<file path="config.mk">
export PLATFORM = sky130hd
export DESIGN_NAME = rt_track_ctrl_flat
export DESIGN_NICKNAME = d
export VERILOG_FILES = /design/src/rtl/rt_pkg.sv /design/src/rtl/rt_track_ctrl_if.sv /design/src/rtl/rt_shift_seq.sv /design/src/rtl/rt_track_ctrl.sv /design/src/flat_wrapper.sv
export SDC_FILE = /design/constraint.sdc
export NUM_CORES = 1
export LEC_CHECK = 0
export CAP_MARGIN = 20
export CORE_MARGIN = 5
export CORE_UTILIZATION = 49
export CTS_CLUSTER_DIAMETER = 60
export DETAILED_ROUTE_END_ITERATION = 10
export DONT_BUFFER_PORTS = 1
export GPL_ROUTABILITY_DRIVEN = 1
export HOLD_SLACK_MARGIN = 0.08
export SYNTH_ARGS = -nofsm -noshare
export SYNTH_HDL_FRONTEND = slang
export SYNTH_SLANG_ARGS = --single-unit
</file>
<file path="constraint.sdc">
create_clock -name clk -period 3.12 [get_ports clk]
set_clock_uncertainty 0.15 [all_clocks]
set_input_delay 0 -clock clk [delete_from_list [all_inputs] [get_ports clk]]
set_output_delay 0 -clock clk [all_outputs]
set_load 0.01 [all_outputs]
</file>
<file path="src/rtl/rt_pkg.sv">
// Shared types and constants for the racetrack word access/shift controller.
package rt_pkg;

    typedef enum logic [2:0] {
        IDLE,
        SETUP,
        SHIFT_HI,
        SHIFT_LO,
        ACCESS,
        RESP
    } rt_ctrl_state_e;

    localparam logic RT_DIR_FWD = 1'b0;
    localparam logic RT_DIR_BWD = 1'b1;

    // Accept-to-response latency in cycles for an in-range access needing k shifts.
    function automatic int unsigned lat(input int unsigned k);
        return 2 * k + 3;
    endfunction

endpackage

</file>
<file path="src/rtl/rt_track_ctrl_if.sv">
// Request/response handshake between a requester and the racetrack controller.
interface rt_track_ctrl_if #(
    parameter int N_WORDS = 32,
    parameter int WORD_W  = 32
);
    localparam int AW = $clog2(N_WORDS);

    logic              req_valid;
    logic              req_ready;
    logic              req_we;
    logic [AW-1:0]     req_addr;
    logic [WORD_W-1:0] req_wdata;
    logic              rsp_valid;
    logic              rsp_err;
    logic [WORD_W-1:0] rsp_rdata;

    modport master (
        output req_valid, req_we, req_addr, req_wdata,
        input  req_ready, rsp_valid, rsp_err, rsp_rdata
    );

    modport slave (
        input  req_valid, req_we, req_addr, req_wdata,
        output req_ready, rsp_valid, rsp_err, rsp_rdata
    );

endinterface

</file>
<file path="src/rtl/rt_shift_seq.sv">
// Shift pulse generator: holds the remaining step count and direction, tracks the track offset.
module rt_shift_seq
    import rt_pkg::*;
#(
    parameter int  N_WORDS = 32,
    localparam int AW      = $clog2(N_WORDS)
) (
    input  logic          clk,
    input  logic          rstn,
    input  logic          load,
    input  logic [AW-1:0] k_in,
    input  logic          dir_in,
    input  logic          step,
    output logic          current_m,
    output logic [AW-1:0] offset,
    output logic          done
);

    logic [AW-1:0] k_q;
    logic          dir_q;

    // step is the decoded "next state is SHIFT_HI", so the pulse and offset move land together.
    always_ff @(posedge clk or negedge rstn) begin
        if (!rstn) begin
            k_q       <= '0;
            dir_q     <= RT_DIR_FWD;
            current_m <= 1'b0;
            offset    <= '0;
        end else begin
            current_m <= step;
            if (load) begin
                k_q   <= k_in;
                dir_q <= dir_in;
            end else if (step) begin
                k_q    <= k_q - 1'b1;
                offset <= (dir_q == RT_DIR_BWD) ? offset + 1'b1 : offset - 1'b1;
            end
        end
    end

    assign done = (k_q == '0);

endmodule

</file>
<file path="src/rtl/rt_track_ctrl.sv">
// Racetrack word controller: turns word requests into shift pulses, write strobes and read samples.
module rt_track_ctrl
    import rt_pkg::*;
#(
    parameter int  N_WORDS = 32,
    parameter int  WORD_W  = 32,
    localparam int AW      = $clog2(N_WORDS)
) (
    input  logic              clk,
    input  logic              rstn,
    rt_track_ctrl_if.slave    bus,
    output logic              current_m,
    output logic              current_s,
    output logic [WORD_W-1:0] write_enable,
    output logic [WORD_W-1:0] write_input,
    input  logic [WORD_W-1:0] port_bit_i,
    output logic [AW-1:0]     offset_o
);

    localparam logic [AW:0] ADDR_LIMIT = (AW+1)'(N_WORDS);

    rt_ctrl_state_e    state, state_nxt;
    logic              ready, accept, step, shift_done, addr_err, dir_nxt;
    logic [AW-1:0]     k_nxt;
    logic              we_q;
    logic [AW-1:0]     addr_q;
    logic [WORD_W-1:0] wdata_q;
    logic              rsp_valid_q, rsp_err_q;
    logic [WORD_W-1:0] rsp_rdata_q;

    assign ready    = (state == IDLE) || (state == RESP);
    assign accept   = bus.req_valid && ready;
    assign dir_nxt  = (bus.req_addr > offset_o) ? RT_DIR_BWD : RT_DIR_FWD;
    assign k_nxt    = (dir_nxt == RT_DIR_BWD) ? bus.req_addr - offset_o : offset_o - bus.req_addr;
    assign addr_err = ({1'b0, addr_q} >= ADDR_LIMIT);
    assign step     = (state_nxt == SHIFT_HI);

    rt_shift_seq #(.N_WORDS(N_WORDS)) u_shift_seq (
        .clk       (clk),
        .rstn      (rstn),
        .load      (accept),
        .k_in      (k_nxt),
        .dir_in    (dir_nxt),
        .step      (step),
        .current_m (current_m),
        .offset    (offset_o),
        .done      (shift_done)
    );

    always_ff @(posedge clk or negedge rstn) begin
        if (!rstn) state <= IDLE;
        else       state <= state_nxt;
    end

    // RESP doubles as an idle cycle so a waiting request is taken without a bubble.
    always_comb begin
        state_nxt = state;
        case (state)
            IDLE:     if (accept) state_nxt = SETUP;
            SETUP:    if (addr_err)         state_nxt = RESP;
                      else if (!shift_done) state_nxt = SHIFT_HI;
                      else                  state_nxt = ACCESS;
            SHIFT_HI: state_nxt = SHIFT_LO;
            SHIFT_LO: state_nxt = shift_done ? ACCESS : SHIFT_HI;
            ACCESS:   state_nxt = RESP;
            RESP:     state_nxt = accept ? SETUP : IDLE;
            default:  state_nxt = IDLE;
        endcase
    end

    always_ff @(posedge clk) begin
        if (accept) begin
            we_q    <= bus.req_we;
            addr_q  <= bus.req_addr;
            wdata_q <= bus.req_wdata;
        end
    end

    // Cell-facing and response outputs decode the next state so they come straight from flops.
    always_ff @(posedge clk or negedge rstn) begin
        if (!rstn) begin
            current_s    <= RT_DIR_FWD;
            write_enable <= '0;
            write_input  <= '0;
            rsp_valid_q  <= 1'b0;
            rsp_err_q    <= 1'b0;
            rsp_rdata_q  <= '0;
        end else begin
            rsp_valid_q  <= (state_nxt == RESP);
            rsp_err_q    <= (state == SETUP) && addr_err;
            write_enable <= (state_nxt == ACCESS && we_q) ? '1 : '0;
            if (accept)
                current_s <= dir_nxt;
            if (state_nxt == ACCESS && we_q)
                write_input <= wdata_q;
            if (state_nxt == RESP)
                rsp_rdata_q <= (state == ACCESS && !we_q) ? port_bit_i : '0;
        end
    end

    assign bus.req_ready = ready;
    assign bus.rsp_valid = rsp_valid_q;
    assign bus.rsp_err   = rsp_err_q;
    assign bus.rsp_rdata = rsp_rdata_q;

endmodule
</file>
<file path="src/flat_wrapper.sv">
// flat-port wrapper written by rule: the top's interface ports become plain ports
module rt_track_ctrl_flat import rt_pkg::*;
#(
    parameter int  N_WORDS = 32,
    parameter int  WORD_W  = 32,
    localparam int AW      = $clog2(N_WORDS)
)
  (clk, rstn, current_m, current_s, write_enable, write_input, port_bit_i, offset_o, bus_req_valid, bus_req_we, bus_req_addr, bus_req_wdata, bus_req_ready, bus_rsp_valid, bus_rsp_err, bus_rsp_rdata);
  rt_track_ctrl_if #(.N_WORDS(N_WORDS), .WORD_W(WORD_W)) bus_i ();
  input  logic clk;
  input  logic rstn;
  output logic current_m;
  output logic current_s;
  output logic [WORD_W-1:0] write_enable;
  output logic [WORD_W-1:0] write_input;
  input  logic [WORD_W-1:0] port_bit_i;
  output logic [AW-1:0] offset_o;
  input wire logic [$bits(bus_i.req_valid)-1:0] bus_req_valid;
  input wire logic [$bits(bus_i.req_we)-1:0] bus_req_we;
  input wire logic [$bits(bus_i.req_addr)-1:0] bus_req_addr;
  input wire logic [$bits(bus_i.req_wdata)-1:0] bus_req_wdata;
  output wire logic [$bits(bus_i.req_ready)-1:0] bus_req_ready;
  output wire logic [$bits(bus_i.rsp_valid)-1:0] bus_rsp_valid;
  output wire logic [$bits(bus_i.rsp_err)-1:0] bus_rsp_err;
  output wire logic [$bits(bus_i.rsp_rdata)-1:0] bus_rsp_rdata;
  assign bus_i.req_valid = bus_req_valid;
  assign bus_i.req_we = bus_req_we;
  assign bus_i.req_addr = bus_req_addr;
  assign bus_i.req_wdata = bus_req_wdata;
  assign bus_req_ready = bus_i.req_ready;
  assign bus_rsp_valid = bus_i.rsp_valid;
  assign bus_rsp_err = bus_i.rsp_err;
  assign bus_rsp_rdata = bus_i.rsp_rdata;
  rt_track_ctrl #(.N_WORDS(N_WORDS), .WORD_W(WORD_W)) u_core (.clk(clk), .rstn(rstn), .bus(bus_i), .current_m(current_m), .current_s(current_s), .write_enable(write_enable), .write_input(write_input), .port_bit_i(port_bit_i), .offset_o(offset_o));
endmodule
</file>
==> results.txt, run 1 <==
----------------------------------------------------
[Placed design]
  Port buffer count ... 0
  Weighted congestion at the end of routability-driven global placement ... 0.816
  Cell Count Post-Placement ... 504
  HPWL after detailed placement ... 6.85 mm

[Clocking]
  Number of buffers added by the clock tree synthesis step ... 17
  # Post-CTS Setup Buffers ... 0
  H-tree depth reported by CTS ... 4
  Root Driver ... sky130_fd_sc_hd__clkbuf_8
  Clock Sink Count ... 114
  Resized cells post-CTS ... 0
  Max clock buf depth ... 2
  Post-CTS Hold Fix Bufs ... 109

[Status]
  Exit stage ... clock tree synthesis (4_1_cts)
  Outcome ... stopped before the end
  First error ... [ERROR RSZ-0060] Max buffer count reached.

[Logic synthesis]
  Post-Syn Nets ... 502
  Async S/R FF share, synth ... 0.711
  Main synth FF type ... sky130_fd_sc_hd__dfrtp_1
  Yosys warning count ... 0
  Largest cells by area after synthesis ... sky130_fd_sc_hd__dfrtp_1 39%, sky130_fd_sc_hd__edfxtp_1 19%, sky130_fd_sc_hd__mux2_4 8.5%, sky130_fd_sc_hd__buf_4 4.7%, sky130_fd_sc_hd__nand2b_1 4.1%
  Yosys top cell by area ... sky130_fd_sc_hd__dfrtp_1
  Number of synthesized flops with an enable pin ... 33
  Number of distinct standard cells referenced by the synthesized netlist ... 46
  Post-synthesis instance total ... 412
  Share of the synthesized area in the top cell type ... 0.394
  Synth Cell Area ... 0.00514 mm2
  Post-synthesis register bit count ... 114
  Leading cell type by number of instances after synthesis ... sky130_fd_sc_hd__dfrtp_1
  Sequential cell area fraction in the yosys report ... 0.587
  List of most frequent post-synthesis cells ... 81 x sky130_fd_sc_hd__dfrtp_1, 46 x sky130_fd_sc_hd__nand2_1, 41 x sky130_fd_sc_hd__o21ai_0, 34 x sky130_fd_sc_hd__nand2b_1, 33 x sky130_fd_sc_hd__edfxtp_1
  Average cell area after synthesis ... 12.5 um2

[Floorplan]
  Die Y ... 112 um
  Number of primary I/O pins ... 179
  Die width ... 112 um
  Initial cell density of the core ... 0.501
  Row cnt ... 37

----------------------------------------------------
[logic make-up after synthesis]
| logic type | synth area share |
|---|---|
| fa+ha+maj | 0.0457 |
| mux | 0.0975 |
| compound gates | 0.0737 |
| buf+inv | 0.0754 |
| flops | 0.587 |
| other cells | 0.000729 |
| xor+xnor | 0.0136 |
| simple gates | 0.107 |
[stage by stage]
step | instance area, um2 | hold slack (ns) | setup WS, ns | utilization
2_1_floorplan | 5140 | -0.446 | 0.927 | -
3_5_place_dp | 5020 | -0.443 | 0.766 | 0.488
3_3_place_gp | 5020 | -0.442 | 0.821 | 0.488
==> inputs of run 2 (changes only) <==
CORE_UTILIZATION = 34   (was 49)
CTS_CLUSTER_DIAMETER = unset   (was 60)
HOLD_SLACK_MARGIN = unset   (was 0.08)
PLACE_DENSITY_LB_ADDON = 0.15   (was unset)
==> results.txt, run 2 <==
----------------------------------------------------
[Timing]
  Highest achievable clock rate ... 0.377 GHz
  Slew HR ... 0.335
  Final worst path period need ... 2.65 ns
  Final setup viols ... 0
  RSZ-0062 raised after global routing ... false
  Share of the clock period used by the worst path ... 0.849
  Accumulated negative setup slack ... 0 ns
  Worst-margin pin slew ... 0.994 ns
  Final Hold Fails ... 3
  Post-route worst setup slack ... 0.470 ns
  Number of pins with negative max-slew slack in the final report ... 0
  Worst slack on hold paths ... -0.00741 ns

[Logic synthesis]
  Share of the synthesized area in the top cell type ... 0.394
  Async S/R FF share, synth ... 0.711
  Number of synthesized flops with an enable pin ... 33
  Average cell area after synthesis ... 12.5 um2
  Yosys warning count ... 0
  Leading cell type by number of instances after synthesis ... sky130_fd_sc_hd__dfrtp_1
  Yosys top cell by area ... sky130_fd_sc_hd__dfrtp_1
  Largest cells by area after synthesis ... sky130_fd_sc_hd__dfrtp_1 39%, sky130_fd_sc_hd__edfxtp_1 19%, sky130_fd_sc_hd__mux2_4 8.5%, sky130_fd_sc_hd__buf_4 4.7%, sky130_fd_sc_hd__nand2b_1 4.1%
  List of most frequent post-synthesis cells ... 81 x sky130_fd_sc_hd__dfrtp_1, 46 x sky130_fd_sc_hd__nand2_1, 41 x sky130_fd_sc_hd__o21ai_0, 34 x sky130_fd_sc_hd__nand2b_1, 33 x sky130_fd_sc_hd__edfxtp_1
  Number of distinct standard cells referenced by the synthesized netlist ... 46
  Post-synthesis instance total ... 412
  Synth Cell Area ... 0.00514 mm2
  Post-Syn Nets ... 502
  Post-synthesis register bit count ... 114
  Sequential cell area fraction in the yosys report ... 0.587
  Main synth FF type ... sky130_fd_sc_hd__dfrtp_1

[Critical path]
  Arrival time reported for the critical path endpoint ... 2.83 ns
  Element type at the critical path start ... flip-flop
  Delay of the slowest critical-path stage ... 0.74 ns
  Critical Path RT ... 3.30 ns
  Flop-to-flop setup slack ... 0.47 ns
  Count of buffer and inverter cells on the critical path ... 1
  Category of the worst setup path capture point ... flip-flop
  Critical Path Slowest Stage Cell ... sky130_fd_sc_hd__or4b_1
  Critical Path Fanout Max ... 11
  Delay-heaviest family, CP ... simple AND/OR/NAND/NOR gates
  Type of the worst setup path ... flip-flop to flip-flop
  Critical path cell sequence ... nor2b_1 -> or4b_1 -> a311oi_1 -> nand3_1 -> dlygate4sd3_1 -> o211ai_1

[Placed design]
  Cell Count Post-Placement ... 556
  HPWL after detailed placement ... 7.43 mm
  Total placed instance area ... 0.00508 mm2
  Port buffer count ... 0
  Post-Place Worst Slack ... 0.744 ns
  Weighted congestion at the end of routability-driven global placement ... 0.719

[Detailed routing]
  Routed via count ... 3079
  Antenna-violating nets left ... 0
  Length of the first detailed-routing pass in iterations ... 4
  Average vias per placed instance ... 4.64
  Number of violations reported at the end of detailed-routing iteration 0 ... 98
  DR WL/cell ... 17.1 um
  Overall routed net length ... 11.4 mm
  Remaining routing DRC violations ... 0

[GRT]
  Maximum number of pins on one net before global-route repair ... 82
  Wire length of the first global-routing pass ... 18.2 mm
  Antenna violations before repair ... 1
  Overall fraction of global-route tracks in use ... 0.134
  Vias in the first global route ... 3351
  Global-route congestion overflow total ... 0

[Status]
  Failing checks ... negative hold slack
  Outcome ... finished, violations left

[Clocking]
  Number of buffers added by the clock tree synthesis step ... 17
  Clock slew seen by the registers of the worst setup and hold paths ... 0.06 ns
  H-tree depth reported by CTS ... 4
  Clock Sink Count ... 114
  Clock insertion delay at the later pin of the skew report ... 0.41 ns
  Clock tree from TritonCTS ... done
  Root Driver ... sky130_fd_sc_hd__clkbuf_16
  Max clock buf depth ... 2
  Resized cells post-CTS ... 0

[Floorplan]
  Row cnt ... 45
  Die Y ... 133 um
  Number of primary I/O pins ... 179
  Initial cell density of the core ... 0.342
  Die width ... 133 um
  Full die area ... 0.0177 mm2
  Core region area ... 0.0150 mm2

[Layout]
  Post-layout nets ... 551
  Number of standard cells in the layout, taps in and fillers out ... 663
  Most common cell after layout, fill and taps aside ... sky130_fd_sc_hd__dfrtp_1
  Final core utilization ... 0.428
  Commonest cells after routing, fill and taps aside ... 80 x sky130_fd_sc_hd__dfrtp_1, 73 x sky130_fd_sc_hd__dlygate4sd3_1, 45 x sky130_fd_sc_hd__nand2_1
  Layout cells sized above 1 ... 0.160
  Area of all placed cells without fillers ... 0.00644 mm2
  Area growth from synthesis to layout ... 25.2%

[Power and ir drop]
  Total power draw ... 6.19 mW
  Share of power burned in registers ... 0.436
  Net load switching power ... 2.04 mW
  Clock network fraction of design power ... 0.313
  Portion of total power attributed to combinational logic ... 0.251
  Maximum vdd ir drop ... 0.443 mV
  Power Dens Cells ... 960 mW/mm2
  Static Leakage ... 2.89 nW
  Internal power contribution ... 4.14 mW
  Sw Ratio ... 0.330

[Job]
  Max-cap violations ... 0

[Hold path]
  Worst min path class ... input port to asynchronous set/reset pin

----------------------------------------------------
-- run 2: area by class of cell --
type	count	area, um2
Fill cell	1406	8590
Sequential cell	114	3020
Multi-Input combinational cell	233	1740
Timing Repair Buffer	76	773
Clock buffer	18	429
Tap cell	188	235
Clock inverter	14	165
Inverter	19	71.3
Antenna cell	1	2.50
-- run 2: cell families (layout without fill, tap and decap cells) --
logic type | count (synthesis) | count (layout) | synth area share
flip-flops | 114 | 114 | 0.587
AND/OR/NAND/NOR | 106 | 106 | 0.107
AO/OA/AOI/OAI | 66 | 66 | 0.0737
buffers and inverters | 65 | 127 | 0.0754
multiplexers | 35 | 35 | 0.0975
adder cells (fa/ha/maj) | 17 | 17 | 0.0457
XOR/XNOR | 8 | 8 | 0.0136
other | 1 | 2 | 0.000729
-- run 2: power by group through the flow --
stage          logic [mW]  clock network, mW  registers, mW
2_1_floorplan        1.25                  0           2.55
3_3_place_gp         1.41                  0           2.73
3_5_place_dp         1.45                  0           2.74
4_1_cts              1.58               1.99           2.72
5_1_grt              1.76               2.07           2.77
6_report             1.55               1.94           2.70
-- run 2: path summary, 6_finish.rpt --
check,startpoint,end,depth (start not counted)
setup reg to reg,u_core.state[0],u_core.u_shift_seq.k_q[3],6
hold / removal,rstn,u_core.u_shift_seq.offset[3],2
setup / recovery,u_core.state[0],u_core.u_shift_seq.k_q[3],6
min in group clk,bus_req_wdata[22],u_core.wdata_q[22],1
max in group asynchronous,rstn,u_core.write_enable[30],2
hold reg to reg,u_core.wdata_q[26],u_core.write_input[26],1
-- run 2: worst register-to-register path, delay by kind of cell, from the launching register on --
kind,cells,cell delay (ns)
buf+inv,1,0.57
compound gates,2,0.39
simple gates,3,1.04
flops,1,0.42
-- run 2: layer usage --
metal  routed length (um)  global-route usage  up-vias  part of all wire
li1                     -                   -     1472                 -
met1                 4420               0.147     1497              0.39
met3                  579              0.0392       19             0.051
met4                  275              0.0658        0             0.024
met5                    0                   0        -                 0
met2                 6090               0.236       91              0.54
-- run 2: repair_timing --
item                                    4_1_cts  5_1_grt
setup buffers                                 0        0
hold buffers                                 74        0
hold endpoints to repair                    152        0
endpoints found under the setup margin        0        0
Note: power is estimated with default switching activity, not from simulation.
==> inputs of run 3 (changes only) <==
clock period = 2.55 ns   (was 3.12 ns; I/O delays follow)
==> results.txt, run 3 (synthesis gave the netlist of run 2 again) <==
----------------------------------------------------
[Status]
  Outcome ... complete, no violations

[Timing]
  Accumulated negative setup slack ... 0 ns
  Post-route worst setup slack ... 0.297 ns
  RSZ-0062 raised after global routing ... false
  Worst-margin pin slew ... 0.993 ns
  Final worst path period need ... 2.25 ns
  Number of pins with negative max-slew slack in the final report ... 0
  Final Hold Fails ... 0
  Share of the clock period used by the worst path ... 0.884
  Highest achievable clock rate ... 0.444 GHz
  Slew HR ... 0.336
  Final setup viols ... 0

[Clocking]
  Number of buffers added by the clock tree synthesis step ... 17
  Clock slew seen by the registers of the worst setup and hold paths ... 0.06 ns
  Clock Sink Count ... 114
  # Post-CTS Setup Buffers ... 0
  Clock tree from TritonCTS ... done
  Max clock buf depth ... 2
  Clock insertion delay at the later pin of the skew report ... 0.41 ns
  Root Driver ... sky130_fd_sc_hd__clkbuf_16
  H-tree depth reported by CTS ... 4

[Power and ir drop]
  Sw Ratio ... 0.345
  Net load switching power ... 2.54 mW
  Internal power contribution ... 4.83 mW
  Clock network fraction of design power ... 0.293
  Power Dens Cells ... 1150 mW/mm2
  Static Leakage ... 2.90 nW
  Portion of total power attributed to combinational logic ... 0.262
  Share of power burned in registers ... 0.445
  Maximum vdd ir drop ... 0.470 mV

[Placed design]
  Weighted congestion at the end of routability-driven global placement ... 0.713
  Post-Place Worst Slack ... 0.292 ns
  HPWL after detailed placement ... 7.60 mm
  Port buffer count ... 0

[GRT]
  Global-route congestion overflow total ... 0
  Wire length of the first global-routing pass ... 18.0 mm
  Antenna violations before repair ... 1
  Maximum number of pins on one net before global-route repair ... 82
  Vias in the first global route ... 3345
  Overall fraction of global-route tracks in use ... 0.131

[Floorplan]
  Full die area ... 0.0177 mm2
  Die Y ... 133 um
  Number of primary I/O pins ... 179
  Core region area ... 0.0150 mm2
  Row cnt ... 45
  Initial cell density of the core ... 0.342
  Die width ... 133 um

[Detailed routing]
  Length of the first detailed-routing pass in iterations ... 4
  Remaining routing DRC violations ... 0
  Number of violations reported at the end of detailed-routing iteration 0 ... 123
  Overall routed net length ... 11.1 mm
  DR WL/cell ... 16.8 um
  Average vias per placed instance ... 4.61
  Antenna-violating nets left ... 0
  Routed via count ... 3060

[Critical path]
  Critical Path Fanout Max ... 24
  Arrival time reported for the critical path endpoint ... 2.39 ns
  Category of the worst setup path capture point ... flip-flop
  Type of the worst setup path ... flip-flop to flip-flop
  FF-to-FF Start ... u_core.u_shift_seq.k_q[0]
  Element type at the critical path start ... flip-flop
  Delay of the slowest critical-path stage ... 0.50 ns
  Worst setup path startpoint ... u_core.u_shift_seq.k_q[0]
  Critical Path RT ... 2.69 ns
  Critical path cell sequence ... inv_1 -> ha_1 -> or4b_4 -> nor2_4 -> nand2_4 -> buf_12 -> mux2_4
  Critical Path Slowest Stage Cell ... sky130_fd_sc_hd__or4b_4

[Layout]
  Most common cell after layout, fill and taps aside ... sky130_fd_sc_hd__dfrtp_1
  Antenna diodes ... 0
  Commonest cells after routing, fill and taps aside ... 80 x sky130_fd_sc_hd__dfrtp_1, 72 x sky130_fd_sc_hd__dlygate4sd3_1, 45 x sky130_fd_sc_hd__nand2_1
  Post-layout nets ... 553
  Layout cells sized above 1 ... 0.164
  Layout filler cell count ... 1411
  Area growth from synthesis to layout ... 25.0%

[Hold path]
  Worst min path class ... input port to asynchronous set/reset pin

[Job]
  Max-cap violations ... 0

----------------------------------------------------
## run 3: cell count changes in the layout (fill, tap and decap cells not counted)
cell	previous run	this run
sky130_fd_sc_hd__clkinv_2	4	0
sky130_fd_sc_hd__clkinv_4	2	6
sky130_fd_sc_hd__bufinv_16	3	0
sky130_fd_sc_hd__inv_6	0	3
sky130_fd_sc_hd__buf_12	0	2
sky130_fd_sc_hd__clkinvlp_4	5	3
sky130_fd_sc_hd__buf_4	2	3
sky130_fd_sc_hd__clkbuf_8	0	1
sky130_fd_sc_hd__clkinv_1	0	1
sky130_fd_sc_hd__diode_2	1	0
sky130_fd_sc_hd__dlygate4sd3_1	73	72
## run 3: worst paths after layout
path                                           endpoint  cells past startpoint  slack [ns]
min in group clk              u_core.u_shift_seq.k_q[1]                      4        0.01
min                        u_core.u_shift_seq.offset[2]                      2       0.002
max reg2reg                      u_core.write_input[16]                      7        0.30
max                              u_core.write_input[16]                      7        0.30
max in group asynchronous       u_core.write_enable[30]                      2        1.88
min reg2reg                       u_core.write_input[4]                      1        0.32
## run 3: worst max-delay path: cells and delay by family (launching register included)
kind / cells / cell delay (ns)
mux: 1 / 0.30
buf+inv: 2 / 0.31
flops: 1 / 0.41
fa+ha+maj: 1 / 0.15
simple gates: 3 / 0.79
## run 3: layout make-up
| cell class | instances | area, um2 | share of cell area |
|---|---|---|---|
| clock buffers | 19 | 443 | 0.0689 |
| multi-input cells | 233 | 1740 | 0.271 |
| repair buffers | 78 | 811 | 0.126 |
| clock inverters | 13 | 105 | 0.0163 |
| inverters | 19 | 71.3 | 0.0111 |
| flip-flops and latches | 114 | 3020 | 0.470 |
| well taps | 188 | 235 | 0.0366 |
## run 3: timing repair
item	4_1_cts	5_1_grt
endpoints found under the hold margin	153	0
resized for setup	0	0
hold buffers	73	0
## run 3: per-stage QoR
step / utilization / total power [mW] / area [um2] / std cells / hold slack (ns)
final: 0.428 / 7.37 / 6430 / 664 / 0.00224
after global placement: 0.341 / 5.09 / 5130 / 559 / -0.443
after floorplan: - / 4.65 / 5140 / 412 / -0.446
after CTS: 0.428 / 7.49 / 6430 / 664 / 0.00148
after global routing: 0.428 / 7.85 / 6430 / 664 / 0.0131
after detailed placement: 0.341 / 5.16 / 5130 / 559 / -0.443
## run 3: layer usage
metal | up-vias | wire (um) | global-route usage
met1 | 1471 | 4420 | 0.143
met5 | - | 7 | 0
li1 | 1472 | - | -
met3 | 16 | 634 | 0.0464
met2 | 99 | 5900 | 0.230
met4 | 2 | 187 | 0.0589
## run 3: power by group through the flow
stage	sequential, mW	combinational (mW)	clock [mW]
5_1_grt	3.36	2.17	2.31
4_1_cts	3.31	1.96	2.22
6_report	3.28	1.93	2.16
2_1_floorplan	3.12	1.53	0
3_5_place_dp	3.33	1.83	0
3_3_place_gp	3.32	1.77	0
